[src/rtl/tiled_systolic_engine_pkg.sv]
// Shared state encoding, default geometry and the beat-count helper for the tiled systolic engine.
package tse_pkg;

  typedef enum logic [1:0] {
    IDLE   = 2'd0,
    LOAD   = 2'd1,
    DRAIN  = 2'd2,
    OUTPUT = 2'd3
  } tse_state_e;

  localparam int TSE_IN_W      = 8;
  localparam int TSE_OUT_W     = 24;
  localparam int TSE_ROWS      = 3;
  localparam int TSE_COLS      = 3;
  localparam int TSE_K_TILE    = 3;
  localparam int TSE_MAX_TILES = 9;

  function automatic int tse_beats(input int tiles, input int k_tile);
    return tiles * k_tile;
  endfunction

endpackage

[src/rtl/tiled_systolic_engine_if.sv]
// Job/k-slice/result bundle of the systolic engine; slave side is the engine, master side its driver.
// Handshakes are valid/ready: a beat or result moves only on a cycle where both are high.
interface tse_if
  import tse_pkg::*;
#(
  parameter int IN_W      = TSE_IN_W,
  parameter int OUT_W     = TSE_OUT_W,
  parameter int ROWS      = TSE_ROWS,
  parameter int COLS      = TSE_COLS,
  parameter int MAX_TILES = TSE_MAX_TILES
);
  localparam int NT_W  = $clog2(MAX_TILES + 1);
  localparam int IDX_W = $clog2(ROWS * COLS);

  logic                   start;
  logic [NT_W-1:0]        num_tiles;
  logic                   in_valid;
  logic                   in_ready;
  logic [IN_W*ROWS-1:0]   a_vec;
  logic [IN_W*COLS-1:0]   b_vec;
  logic                   res_valid;
  logic                   res_ready;
  logic [OUT_W-1:0]       res_data;
  logic [IDX_W-1:0]       res_idx;
  logic                   busy;
  logic                   done;

  modport slave (
    input  start, num_tiles, in_valid, a_vec, b_vec, res_ready,
    output in_ready, res_valid, res_data, res_idx, busy, done
  );

  modport master (
    output start, num_tiles, in_valid, a_vec, b_vec, res_ready,
    input  in_ready, res_valid, res_data, res_idx, busy, done
  );

endinterface

[src/rtl/tiled_systolic_engine_mac_pe.sv]
// One systolic cell: acc += a*b each cycle, a forwarded right and b down through 1-cycle registers.
// No backpressure; i_clr synchronously zeroes the accumulator and both forwarding registers.
module mac_pe
  import tse_pkg::*;
#(
  parameter int IN_W  = TSE_IN_W,
  parameter int OUT_W = TSE_OUT_W
) (
  input  logic             clk,
  input  logic             rst,
  input  logic             i_clr,
  input  logic [IN_W-1:0]  i_a,
  input  logic [IN_W-1:0]  i_b,
  output logic [IN_W-1:0]  o_a,
  output logic [IN_W-1:0]  o_b,
  output logic [OUT_W-1:0] o_acc
);

  logic [IN_W-1:0]   r_a;
  logic [IN_W-1:0]   r_b;
  logic [OUT_W-1:0]  r_acc;
  logic [2*IN_W-1:0] w_prod;

  // Unsigned full-width product; the accumulator wraps at OUT_W bits.
  assign w_prod = {{IN_W{1'b0}}, i_a} * {{IN_W{1'b0}}, i_b};

  always_ff @(posedge clk or posedge rst) begin
    if (rst) begin
      r_a   <= '0;
      r_b   <= '0;
      r_acc <= '0;
    end else if (i_clr) begin
      r_a   <= '0;
      r_b   <= '0;
      r_acc <= '0;
    end else begin
      r_a   <= i_a;
      r_b   <= i_b;
      r_acc <= r_acc + OUT_W'(w_prod);
    end
  end

  assign o_a   = r_a;
  assign o_b   = r_b;
  assign o_acc = r_acc;

endmodule

[src/rtl/tiled_systolic_engine.sv]
// Output-stationary ROWSxCOLS systolic matmul: LOAD k-slices, DRAIN ROWS+COLS-1 cycles, then stream results.
// in_ready only in LOAD (idle LOAD cycles inject zero bubbles); result index holds while res_ready is low.
module tiled_systolic_engine
  import tse_pkg::*;
#(
  parameter int IN_W      = TSE_IN_W,
  parameter int OUT_W     = TSE_OUT_W,
  parameter int ROWS      = TSE_ROWS,
  parameter int COLS      = TSE_COLS,
  parameter int K_TILE    = TSE_K_TILE,
  parameter int MAX_TILES = TSE_MAX_TILES
) (
  input  logic clk,
  input  logic reset,
  tse_if.slave bus
);

  localparam int IDX_W    = $clog2(ROWS * COLS);
  localparam int BC_W     = $clog2(MAX_TILES * K_TILE + 1);
  localparam int DR_W     = $clog2(ROWS + COLS);
  localparam int LAST_IDX = ROWS * COLS - 1;

  tse_state_e        r_state;
  tse_state_e        w_state_nxt;
  logic [BC_W-1:0]   r_beat;
  logic [BC_W-1:0]   r_total;
  logic [DR_W-1:0]   r_drain;
  logic [IDX_W-1:0]  r_idx;
  logic              r_done;

  logic              w_start_ok;
  logic              w_clr;
  logic              w_accept;
  logic              w_last_beat;
  logic              w_drain_end;
  logic              w_xfer;
  logic              w_last_xfer;
  logic              w_in_ready;
  logic              w_res_valid;
  logic              w_busy;

  logic [IN_W*ROWS-1:0] w_slice_a;
  logic [IN_W*COLS-1:0] w_slice_b;
  logic [IN_W-1:0]      w_a_edge [ROWS];
  logic [IN_W-1:0]      w_b_edge [COLS];
  logic [IN_W-1:0]      w_a_pe   [ROWS][COLS];
  logic [IN_W-1:0]      w_b_pe   [ROWS][COLS];
  logic [OUT_W-1:0]     w_acc    [ROWS][COLS];
  logic [OUT_W-1:0]     w_res_sel;

  assign w_start_ok  = (r_state == IDLE) && bus.start;
  assign w_clr       = w_start_ok;
  assign w_accept    = (r_state == LOAD) && bus.in_valid;
  assign w_last_beat = w_accept && (r_beat == r_total - BC_W'(1));
  assign w_drain_end = (r_state == DRAIN) && (r_drain == DR_W'(ROWS + COLS - 2));
  assign w_xfer      = (r_state == OUTPUT) && bus.res_ready;
  assign w_last_xfer = w_xfer && (r_idx == IDX_W'(LAST_IDX));

  always_ff @(posedge clk or posedge reset) begin
    if (reset) begin
      r_state <= IDLE;
    end else begin
      r_state <= w_state_nxt;
    end
  end

  always_comb begin
    w_state_nxt = r_state;
    w_in_ready  = 1'b0;
    w_res_valid = 1'b0;
    w_busy      = 1'b1;
    unique case (r_state)
      IDLE: begin
        w_busy = 1'b0;
        if (bus.start) begin
          w_state_nxt = (bus.num_tiles == '0) ? DRAIN : LOAD;
        end
      end
      LOAD: begin
        w_in_ready = 1'b1;
        if (w_last_beat) begin
          w_state_nxt = DRAIN;
        end
      end
      DRAIN: begin
        if (w_drain_end) begin
          w_state_nxt = OUTPUT;
        end
      end
      OUTPUT: begin
        w_res_valid = 1'b1;
        if (w_last_xfer) begin
          w_state_nxt = IDLE;
        end
      end
      default: w_state_nxt = IDLE;
    endcase
  end

  always_ff @(posedge clk or posedge reset) begin
    if (reset) begin
      r_beat  <= '0;
      r_total <= '0;
      r_drain <= '0;
      r_idx   <= '0;
      r_done  <= 1'b0;
    end else begin
      if (w_clr) begin
        r_beat  <= '0;
        r_total <= BC_W'(tse_beats(int'(bus.num_tiles), K_TILE));
      end else if (w_accept) begin
        r_beat <= r_beat + 1'b1;
      end
      r_drain <= (r_state == DRAIN) ? r_drain + 1'b1 : '0;
      if (w_last_xfer) begin
        r_idx <= '0;
      end else if (w_xfer) begin
        r_idx <= r_idx + 1'b1;
      end
      r_done <= w_last_xfer;
    end
  end

  // Every LOAD/DRAIN cycle injects a slice; anything not accepted enters as zeros so it adds nothing.
  assign w_slice_a = w_accept ? bus.a_vec : '0;
  assign w_slice_b = w_accept ? bus.b_vec : '0;

  for (genvar r = 0; r < ROWS; r++) begin : g_a_skew
    if (r == 0) begin : g_direct
      assign w_a_edge[r] = w_slice_a[IN_W-1:0];
    end else begin : g_delay
      logic [IN_W-1:0] r_sh [r];
      always_ff @(posedge clk or posedge reset) begin
        if (reset) begin
          for (int i = 0; i < r; i++) r_sh[i] <= '0;
        end else if (w_clr) begin
          for (int i = 0; i < r; i++) r_sh[i] <= '0;
        end else begin
          r_sh[0] <= w_slice_a[(r+1)*IN_W-1 -: IN_W];
          for (int i = 1; i < r; i++) r_sh[i] <= r_sh[i-1];
        end
      end
      assign w_a_edge[r] = r_sh[r-1];
    end
  end

  for (genvar c = 0; c < COLS; c++) begin : g_b_skew
    if (c == 0) begin : g_direct
      assign w_b_edge[c] = w_slice_b[IN_W-1:0];
    end else begin : g_delay
      logic [IN_W-1:0] r_sh [c];
      always_ff @(posedge clk or posedge reset) begin
        if (reset) begin
          for (int i = 0; i < c; i++) r_sh[i] <= '0;
        end else if (w_clr) begin
          for (int i = 0; i < c; i++) r_sh[i] <= '0;
        end else begin
          r_sh[0] <= w_slice_b[(c+1)*IN_W-1 -: IN_W];
          for (int i = 1; i < c; i++) r_sh[i] <= r_sh[i-1];
        end
      end
      assign w_b_edge[c] = r_sh[c-1];
    end
  end

  // Skew of r (rows) plus c (forwarding hops) lines up A[r][k] and B[k][c] at PE(r,c).
  for (genvar r = 0; r < ROWS; r++) begin : g_row
    for (genvar c = 0; c < COLS; c++) begin : g_col
      logic [IN_W-1:0] w_a_in;
      logic [IN_W-1:0] w_b_in;
      if (c == 0) begin : g_a_first
        assign w_a_in = w_a_edge[r];
      end else begin : g_a_chain
        assign w_a_in = w_a_pe[r][c-1];
      end
      if (r == 0) begin : g_b_first
        assign w_b_in = w_b_edge[c];
      end else begin : g_b_chain
        assign w_b_in = w_b_pe[r-1][c];
      end
      mac_pe #(
        .IN_W  (IN_W),
        .OUT_W (OUT_W)
      ) u_pe (
        .clk   (clk),
        .rst   (reset),
        .i_clr (w_clr),
        .i_a   (w_a_in),
        .i_b   (w_b_in),
        .o_a   (w_a_pe[r][c]),
        .o_b   (w_b_pe[r][c]),
        .o_acc (w_acc[r][c])
      );
    end
  end

  always_comb begin
    w_res_sel = '0;
    for (int r = 0; r < ROWS; r++) begin
      for (int c = 0; c < COLS; c++) begin
        if (r_idx == IDX_W'(r * COLS + c)) begin
          w_res_sel = w_acc[r][c];
        end
      end
    end
  end

  assign bus.in_ready  = w_in_ready;
  assign bus.res_valid = w_res_valid;
  assign bus.res_data  = w_res_valid ? w_res_sel : '0;
  assign bus.res_idx   = r_idx;
  assign bus.busy      = w_busy;
  assign bus.done      = r_done;

endmodule

[src/flat_wrapper.sv]
// flat-port wrapper written by rule: the top's interface ports become plain ports
module tiled_systolic_engine_flat import tse_pkg::*;
#(
  parameter int IN_W      = TSE_IN_W,
  parameter int OUT_W     = TSE_OUT_W,
  parameter int ROWS      = TSE_ROWS,
  parameter int COLS      = TSE_COLS,
  parameter int K_TILE    = TSE_K_TILE,
  parameter int MAX_TILES = TSE_MAX_TILES
)
  (clk, reset, bus_start, bus_num_tiles, bus_in_valid, bus_a_vec, bus_b_vec, bus_res_ready, bus_in_ready, bus_res_valid, bus_res_data, bus_res_idx, bus_busy, bus_done);
  tse_if #(.IN_W(IN_W), .OUT_W(OUT_W), .ROWS(ROWS), .COLS(COLS), .MAX_TILES(MAX_TILES)) bus_i ();
  input  logic clk;
  input  logic reset;
  input wire logic [$bits(bus_i.start)-1:0] bus_start;
  input wire logic [$bits(bus_i.num_tiles)-1:0] bus_num_tiles;
  input wire logic [$bits(bus_i.in_valid)-1:0] bus_in_valid;
  input wire logic [$bits(bus_i.a_vec)-1:0] bus_a_vec;
  input wire logic [$bits(bus_i.b_vec)-1:0] bus_b_vec;
  input wire logic [$bits(bus_i.res_ready)-1:0] bus_res_ready;
  output wire logic [$bits(bus_i.in_ready)-1:0] bus_in_ready;
  output wire logic [$bits(bus_i.res_valid)-1:0] bus_res_valid;
  output wire logic [$bits(bus_i.res_data)-1:0] bus_res_data;
  output wire logic [$bits(bus_i.res_idx)-1:0] bus_res_idx;
  output wire logic [$bits(bus_i.busy)-1:0] bus_busy;
  output wire logic [$bits(bus_i.done)-1:0] bus_done;
  assign bus_i.start = bus_start;
  assign bus_i.num_tiles = bus_num_tiles;
  assign bus_i.in_valid = bus_in_valid;
  assign bus_i.a_vec = bus_a_vec;
  assign bus_i.b_vec = bus_b_vec;
  assign bus_i.res_ready = bus_res_ready;
  assign bus_in_ready = bus_i.in_ready;
  assign bus_res_valid = bus_i.res_valid;
  assign bus_res_data = bus_i.res_data;
  assign bus_res_idx = bus_i.res_idx;
  assign bus_busy = bus_i.busy;
  assign bus_done = bus_i.done;
  tiled_systolic_engine #(.IN_W(IN_W), .OUT_W(OUT_W), .ROWS(ROWS), .COLS(COLS), .K_TILE(K_TILE), .MAX_TILES(MAX_TILES)) u_core (.clk(clk), .reset(reset), .bus(bus_i));
endmodule
[config.mk]
export PLATFORM = sky130hd
export DESIGN_NAME = tiled_systolic_engine_flat
export DESIGN_NICKNAME = d
export VERILOG_FILES = /design/src/rtl/tiled_systolic_engine_pkg.sv /design/src/rtl/tiled_systolic_engine_if.sv /design/src/rtl/tiled_systolic_engine_mac_pe.sv /design/src/rtl/tiled_systolic_engine.sv /design/src/flat_wrapper.sv
export SDC_FILE = /design/constraint.sdc
export NUM_CORES = 2
export LEC_CHECK = 0
export ABC_CLOCK_PERIOD_IN_PS = 11650
export CAP_MARGIN = 20
export CORE_UTILIZATION = 38
export CTS_CLUSTER_SIZE = 30
export DETAILED_ROUTE_END_ITERATION = 10
export PLACE_DENSITY = 0.6
export SYNTH_ARGS = -nofsm -noshare
export SYNTH_HDL_FRONTEND = slang
export SYNTH_SLANG_ARGS = --single-unit
[constraint.sdc]
create_clock -name clk -period 11.65 [get_ports clk]
set_input_delay 1.7475 -clock clk [delete_from_list [all_inputs] [get_ports clk]]
set_output_delay 1.7475 -clock clk [all_outputs]
set_load 0.01 [all_outputs]
# Word-level counts from Yosys, hierarchy flattened
# Index checks and enable logic that the tools add are counted.
# op_classes
n_addsub	13
n_mul	10
div_mod_pow	0
magnitude_cmp	0
n_eq_ne	17
n_shift	0
mux	51
bitwise_logic	0
n_reduce_logical	12
# ops
operator	n
2-to-1 mux 24 bit	21
adder 24 x 16 -> 24 bit	9
multiplier 8 x 8 -> 16 bit	9
2-to-1 mux 8 bit	14
2-to-1 mux 16 bit	2
equality test 4 x 3 -> 1 bit (second input constant)	4
2-to-1 mux 2 bit	5
2-to-1 mux 5 bit	2
equality test 4 x 2 -> 1 bit (second input constant)	2
zero test 4 bit	2
2-to-1 mux 4 bit	2
one-hot mux 2 bit (4 select lines)	1
logical AND 1 bit	6
inequality test 2 x 1 -> 1 bit (second input constant)	3
adder 5 x 1 -> 5 bit (second input constant)	1
equality test 5 bit	1
multiplier 4 x 2 -> 5 bit (second input constant)	1
subtractor 5 x 1 -> 5 bit (second input constant)	1
adder 4 x 1 -> 4 bit (second input constant)	1
equality test 2 bit (second input constant)	2
equality test 4 x 1 -> 1 bit (second input constant)	1
equality test 4 bit (second input constant)	1
AND reduction 4 bit	1
nonzero test 2 bit	2
7 further kinds	9
# word_totals
reg_bits	380
latch_bits	0
ram_bits	0
mem_bits_ro	0
input_bits	57
out_inout_bits	32
elab_cells	136
n_memories	0

# Depth between registers and ports, before layout
# logic_depth
word_depth	11
ltp_mapped	22
ltp_nobuf	21

# Cells and area by module
# From an unflattened synthesis, not the netlist that was laid out.
# unflattened
hier_cells	4668
hier_area_um2	42664.7
# by_module_without_submodules
module	n_inst	cells_per_inst	area_each_um2	seq_area_each_um2
mac_pe at u_core.g_row[2].g_col[0].u_pe ...	2	444	4130.2	1001.0
mac_pe at u_core.g_row[0].g_col[1].u_pe ...	2	435	4080.2	1001.0
tiled_systolic_engine	1	696	5515.3	1701.6
mac_pe at u_core.g_row[2].g_col[2].u_pe	1	455	4266.6	1001.0
mac_pe at u_core.g_row[1].g_col[2].u_pe	1	460	4257.8	1001.0
mac_pe at u_core.g_row[1].g_col[1].u_pe	1	435	4093.9	1001.0
mac_pe at u_core.g_row[1].g_col[0].u_pe	1	437	4076.4	1001.0
mac_pe at u_core.g_row[0].g_col[0].u_pe	1	427	4033.9	1001.0

# Worst setup path before layout
# No wires, ideal clock.
# synth_timing
path_kind	input to register
startpoint	in bus_in_valid
endpoint	reg u_core.g_row[0].g_col[0].u_pe.r_acc[23]
setup_time_ns	0.083
t_arrival_ns	5.987
t_required_ns	11.567
setup_slack_ns	5.580
cell_stages	19
path_buffers	2
path_cell_list	and2_1 > clkbuf_1 > clkbuf_1 > nand3_1 > fa_1 > inv_1 > fa_1 > fa_1 > inv_1 > fa_1 > inv_1 > ha_1 > o21a_1 > o21a_1 > nand3_1 > a21oi_1 > nor2_1 > a2111o_1 > o21ai_0
# synth_between
elab_chain_cells	5
elab_cells_between_ends	6
classes_between	add/sub (1); mul (1); mux (3); reduce/logical (1)
# synth_rtl
element	line_no	source
start, declared	flat_wrapper.sv:17	input wire logic [$bits(bus_i.in_valid)-1:0] bus_in_valid;
logical AND 1 bit *	tiled_systolic_engine.sv:53	assign w_accept = (r_state == LOAD) && bus.in_valid;
2-to-1 mux 24 bit (on tied branches)	tiled_systolic_engine.sv:125, tiled_systolic_engine.sv:126	
multiplier 8 x 8 -> 16 bit *	tiled_systolic_engine_mac_pe.sv:25	assign w_prod = {{IN_W{1'b0}}, i_a} * {{IN_W{1'b0}}, i_b};
adder 24 x 16 -> 24 bit *	tiled_systolic_engine_mac_pe.sv:39	r_acc <= r_acc + OUT_W'(w_prod);
2-to-1 mux 24 bit *	tiled_systolic_engine_mac_pe.sv:32	end else if (i_clr) begin
end signal, assigned	tiled_systolic_engine_mac_pe.sv:39	
end, declared	tiled_systolic_engine_mac_pe.sv:21	logic [OUT_W-1:0] r_acc;
# Mark *: on every way between the ends. The rest lies on a longest branch, timed or not.
# A chain may end at the register's enable or synchronous reset.

# Final worst setup path
# layout_timing
startpoint	in bus_in_valid
endpoint	reg u_core.g_row[0].g_col[0].u_pe.r_acc[22]
# Same word-level chain as after synthesis.

==> results.toml <==
[status]
status = "completed"

[sta]
rsz0062_at_grt = "false"
tns_ns = 0
hold_ws_ns = 0.447
relSlewSlack = 0.269
clock_skew_ns = 0.0232
setup_violations = 0
hold_violations = 0
min_period_ns = 6.84
timing.fmax_mhz = 146
worst_pin_slew_ns = 1.10
post-route-period-util = 0.587
slew_violations = 0

[global_routing]
first_global_vias = 28500
antenna_found_initial = 5
grt_max_degree = 161
grt_use_total = 0.200
overflow = 0
grt_pass1_wl_microns = 160000

[floorplanning]
fp.dieArea_sq_um = 102000
start_util = 0.384
io-pin-count = 89
rows = 116
die_w_microns = 320
dieHeight_microns = 320
core_area_sq_um = 100000

[power_and_ir_drop]
powerDensity_nw_per_um2 = 133
p_int_mw = 3.30
switching_power_mw = 2.32
switching_share = 0.412
cellLeakagePower_nw = 21.9
seq_power_share = 0.356
clockPowerShare = 0.278
combPwrFrac = 0.367
ir_drop_mv = 0.107

[synthesis]
synth_top_area_frac = 0.247
synth_flop_cell = "dfrtp_1"
yosysWarnings = 0
synth_area_leaders = "dfrtp_1 25%, fa_1 23%, ha_1 13%, inv_1 8.3%, and2_1 7.4%"
async_flop_share = 1.00
ys_types = 74
synth_edf_count = 0
ys_ff_latch = 380
synth_largest_area_cell = "dfrtp_1"
syn-cell-area_sq_um = 38400
synth.avg_cell_area_sq_um = 9.29
syn-num-nets = 5032
yosysSeqAreaShare = 0.247
syn_inst = 4137

[worst_setup_path]
rr_worst_depth = 20
setup.worst_path.start = "bus_in_valid"
start_kind = "input pin"
required_ns = 12.19
worst-setup-path-type = "in -> reg"
worstPathArrival_ns = 7.38
cp_common_cell = "fa_1"
path_max_fanout = 89
r2r_setup_slack_ns = 5.54
cpPeakStageDelay_ns = 0.64
endpoint = "u_core.g_row[0].g_col[0].u_pe.o_acc[22]"
path_cells = "clkdlybuf4s50_1, and2_2, buf_4, nand3_1, fa_1, inv_1, fa_1, fa_1, inv_1, fa_1, inv_1, ha_1, o21a_1, o21ai_0, nand2b_1, nand4_1, a21oi_1, and3_1, mux2i_1"
crit_slowest_cell = "buf_4"
worst_r2r_startpoint = "u_core.r_state[1]"
r2r_end = "u_core.g_row[0].g_col[0].u_pe.o_acc[22]"
end_kind = "flop"

[min_path]
worstHoldPathType = "reg -> reg"

[routing]
met1_length_microns = 43000
wire_per_inst_microns = 18.1
drt_first_pass_iters = 6
drc_errors = 0
wirelength_microns = 99800
via_per_inst = 5.07
vias = 27900
route.met2.wl_microns = 47600
dr_wl_met3_microns = 5840
ant_nets = 0
first_iter_violations = 1914
top_layer = "met5"

[finish]
diodes = 0
final_area_sq_um = 42300
area_delta_synth_final_pct = 10.0
layout.nets = 5072
drive_above_1_share = 0.0309
final_util = 0.422

[cts]
clkSinkCount = 380
cts_hold_buffers = 0
htree_levels = 2
clockBufferDepth = 3
cts_resized = 0
clk_latency_ns = 0.61
cts_root_buffer = "clkbuf_16"
cts.reportedPaths.clkPinSlew_ns = 0.06
numCtsBuffers = 48
cts_tree = "built"
post-cts-setup-buffer-count = 0

[placement]
place_area_sq_um = 40700
io_buffers = 88
dpl.hpwl_microns = 78900
place_congestion = 0.891

[flow_run]
cap_viol_max_count = 0
[state kept, by name, indices dropped and copies added, names as in the netlist]
signal                         cells
u_core.g_row.g_col.u_pe.o_b       48
u_core.g_row.g_col.w_a_in          8
u_core.r_state                     2
u_core.g_b_skew.g_delay.r_sh      16
u_core.bus.done                    1
u_core.r_drain                     3
u_core.g_row.g_col.u_pe.o_acc    216
u_core.r_beat                      5
u_core.g_a_skew.g_delay.r_sh      16
u_core.bus.res_idx                 4
u_core.g_row.g_col.w_b_in          8
u_core.g_row.g_col.u_pe.o_a       48
u_core.r_total                     5
[cell usage after synthesis, types with 12 or more instances]
master,number
nor2_1,200
inv_1,854
nand4_1,15
dfrtp_1,380
fa_1,451
o21ai_0,117
and3_1,100
a222oi_1,24
o21a_1,21
o22ai_1,25
o21ai_1,14
nand3_1,46
nor3_1,35
buf_2,12
a22oi_1,47
ha_1,387
xor2_1,73
or3_1,17
and2_1,452
clkbuf_1,91
o211ai_1,36
a21oi_1,131
xnor2_1,56
nand2_1,330
o21bai_1,12
a211oi_1,28
a21o_1,44
a31oi_1,12
nand2b_1,21
[critical path, delay by kind of cell]
kind | cells | cell delay [ns]
multiplexers | 1 | 0.18
AO/OA/AOI/OAI | 3 | 0.53
AND/OR/NAND/NOR | 5 | 1.15
buffers and inverters | 5 | 1.37
adder cells (fa/ha/maj) | 5 | 2.36
[stage by stage]
step	setup WS [ns]	instances	power (mW)
after detailed placement	4.18	5424	4.08
after floorplan	4.80	4137	3.35
final	4.81	5510	5.62
after global placement	4.27	5424	4.06
after global routing	4.45	5510	6.09
after CTS	4.83	5509	5.68
[power by group through the flow]
| stage | Sequential (mW) | Combinational, mW | Clock [mW] |
|---|---|---|---|
| floorplan | 1.76 | 1.59 | 0 |
| global placement | 2.02 | 2.03 | 0 |
| detailed placement | 2.02 | 2.06 | 0 |
| CTS | 2.00 | 2.08 | 1.60 |
| global route | 2.03 | 2.41 | 1.65 |
| finish | 2.00 | 2.06 | 1.56 |
[area by class of cell]
type,count,area (sq um)
Clock buffer,58,1270
Sequential cell,380,9510
Clock inverter,27,335
Multi-Input combinational cell,2791,25300
Inverter,854,3210
Fill cell,9911,57800
Tap cell,1298,1620
Timing Repair Buffer,102,1030
[cells by family after synthesis]
logic type | Yosys count | share of synthesized area
compound gates | 560 | 0.0969
xor+xnor | 129 | 0.0294
fa+ha+maj | 838 | 0.361
buf+inv | 966 | 0.0949
flops | 380 | 0.247
mux | 11 | 0.00293
simple gates | 1253 | 0.168
[layer usage]
metal / up-vias / global-route usage
met4: 6 / 0.0674
met5: - / 0
li1: 13100 / -
met3: 152 / 0.0338
met1: 14000 / 0.266
met2: 644 / 0.330
[worst min path at each step]
| stage | startpoint | end | slack (ns) | cells after the start |
|---|---|---|---|---|
| 2_1_floorplan | u_core.g_b_skew[2].g_delay.r_sh[8] | u_core.g_row[0].g_col[2].w_b_in[0] | 0.43 | 1 |
| 3_3_place_gp | u_core.g_b_skew[2].g_delay.r_sh[14] | u_core.g_row[0].g_col[2].w_b_in[6] | 0.44 | 1 |
| 3_5_place_dp | u_core.g_b_skew[2].g_delay.r_sh[13] | u_core.g_row[0].g_col[2].w_b_in[5] | 0.43 | 1 |
| 4_1_cts | u_core.g_b_skew[2].g_delay.r_sh[13] | u_core.g_row[0].g_col[2].w_b_in[5] | 0.45 | 1 |
| 5_1_grt | u_core.g_a_skew[2].g_delay.r_sh[12] | u_core.g_row[2].g_col[0].w_a_in[4] | 0.47 | 1 |
| 6_report | u_core.g_b_skew[2].g_delay.r_sh[13] | u_core.g_row[0].g_col[2].w_b_in[5] | 0.45 | 1 |
[layout by cell type (no fill, tap or decap), drive strengths merged, types with 14 or more instances in the layout]
master,instances
fa,451
nand3,46
nor2,201
a211oi,32
xnor2,56
o22ai,26
a31oi,14
and2,453
xor2,73
and3,100
nand4,15
a21oi,131
ha,387
o211ai,38
clkdlybuf4s50,88
nand2,330
inv,858
a222oi,24
o21ai,132
a22oi,47
buf,14
nor3,36
clkbuf,58
o21a,21
or3,17
a21o,44
nand2b,21
dfrtp,380
No activity file was read; power rests on OpenSTA's default activity.
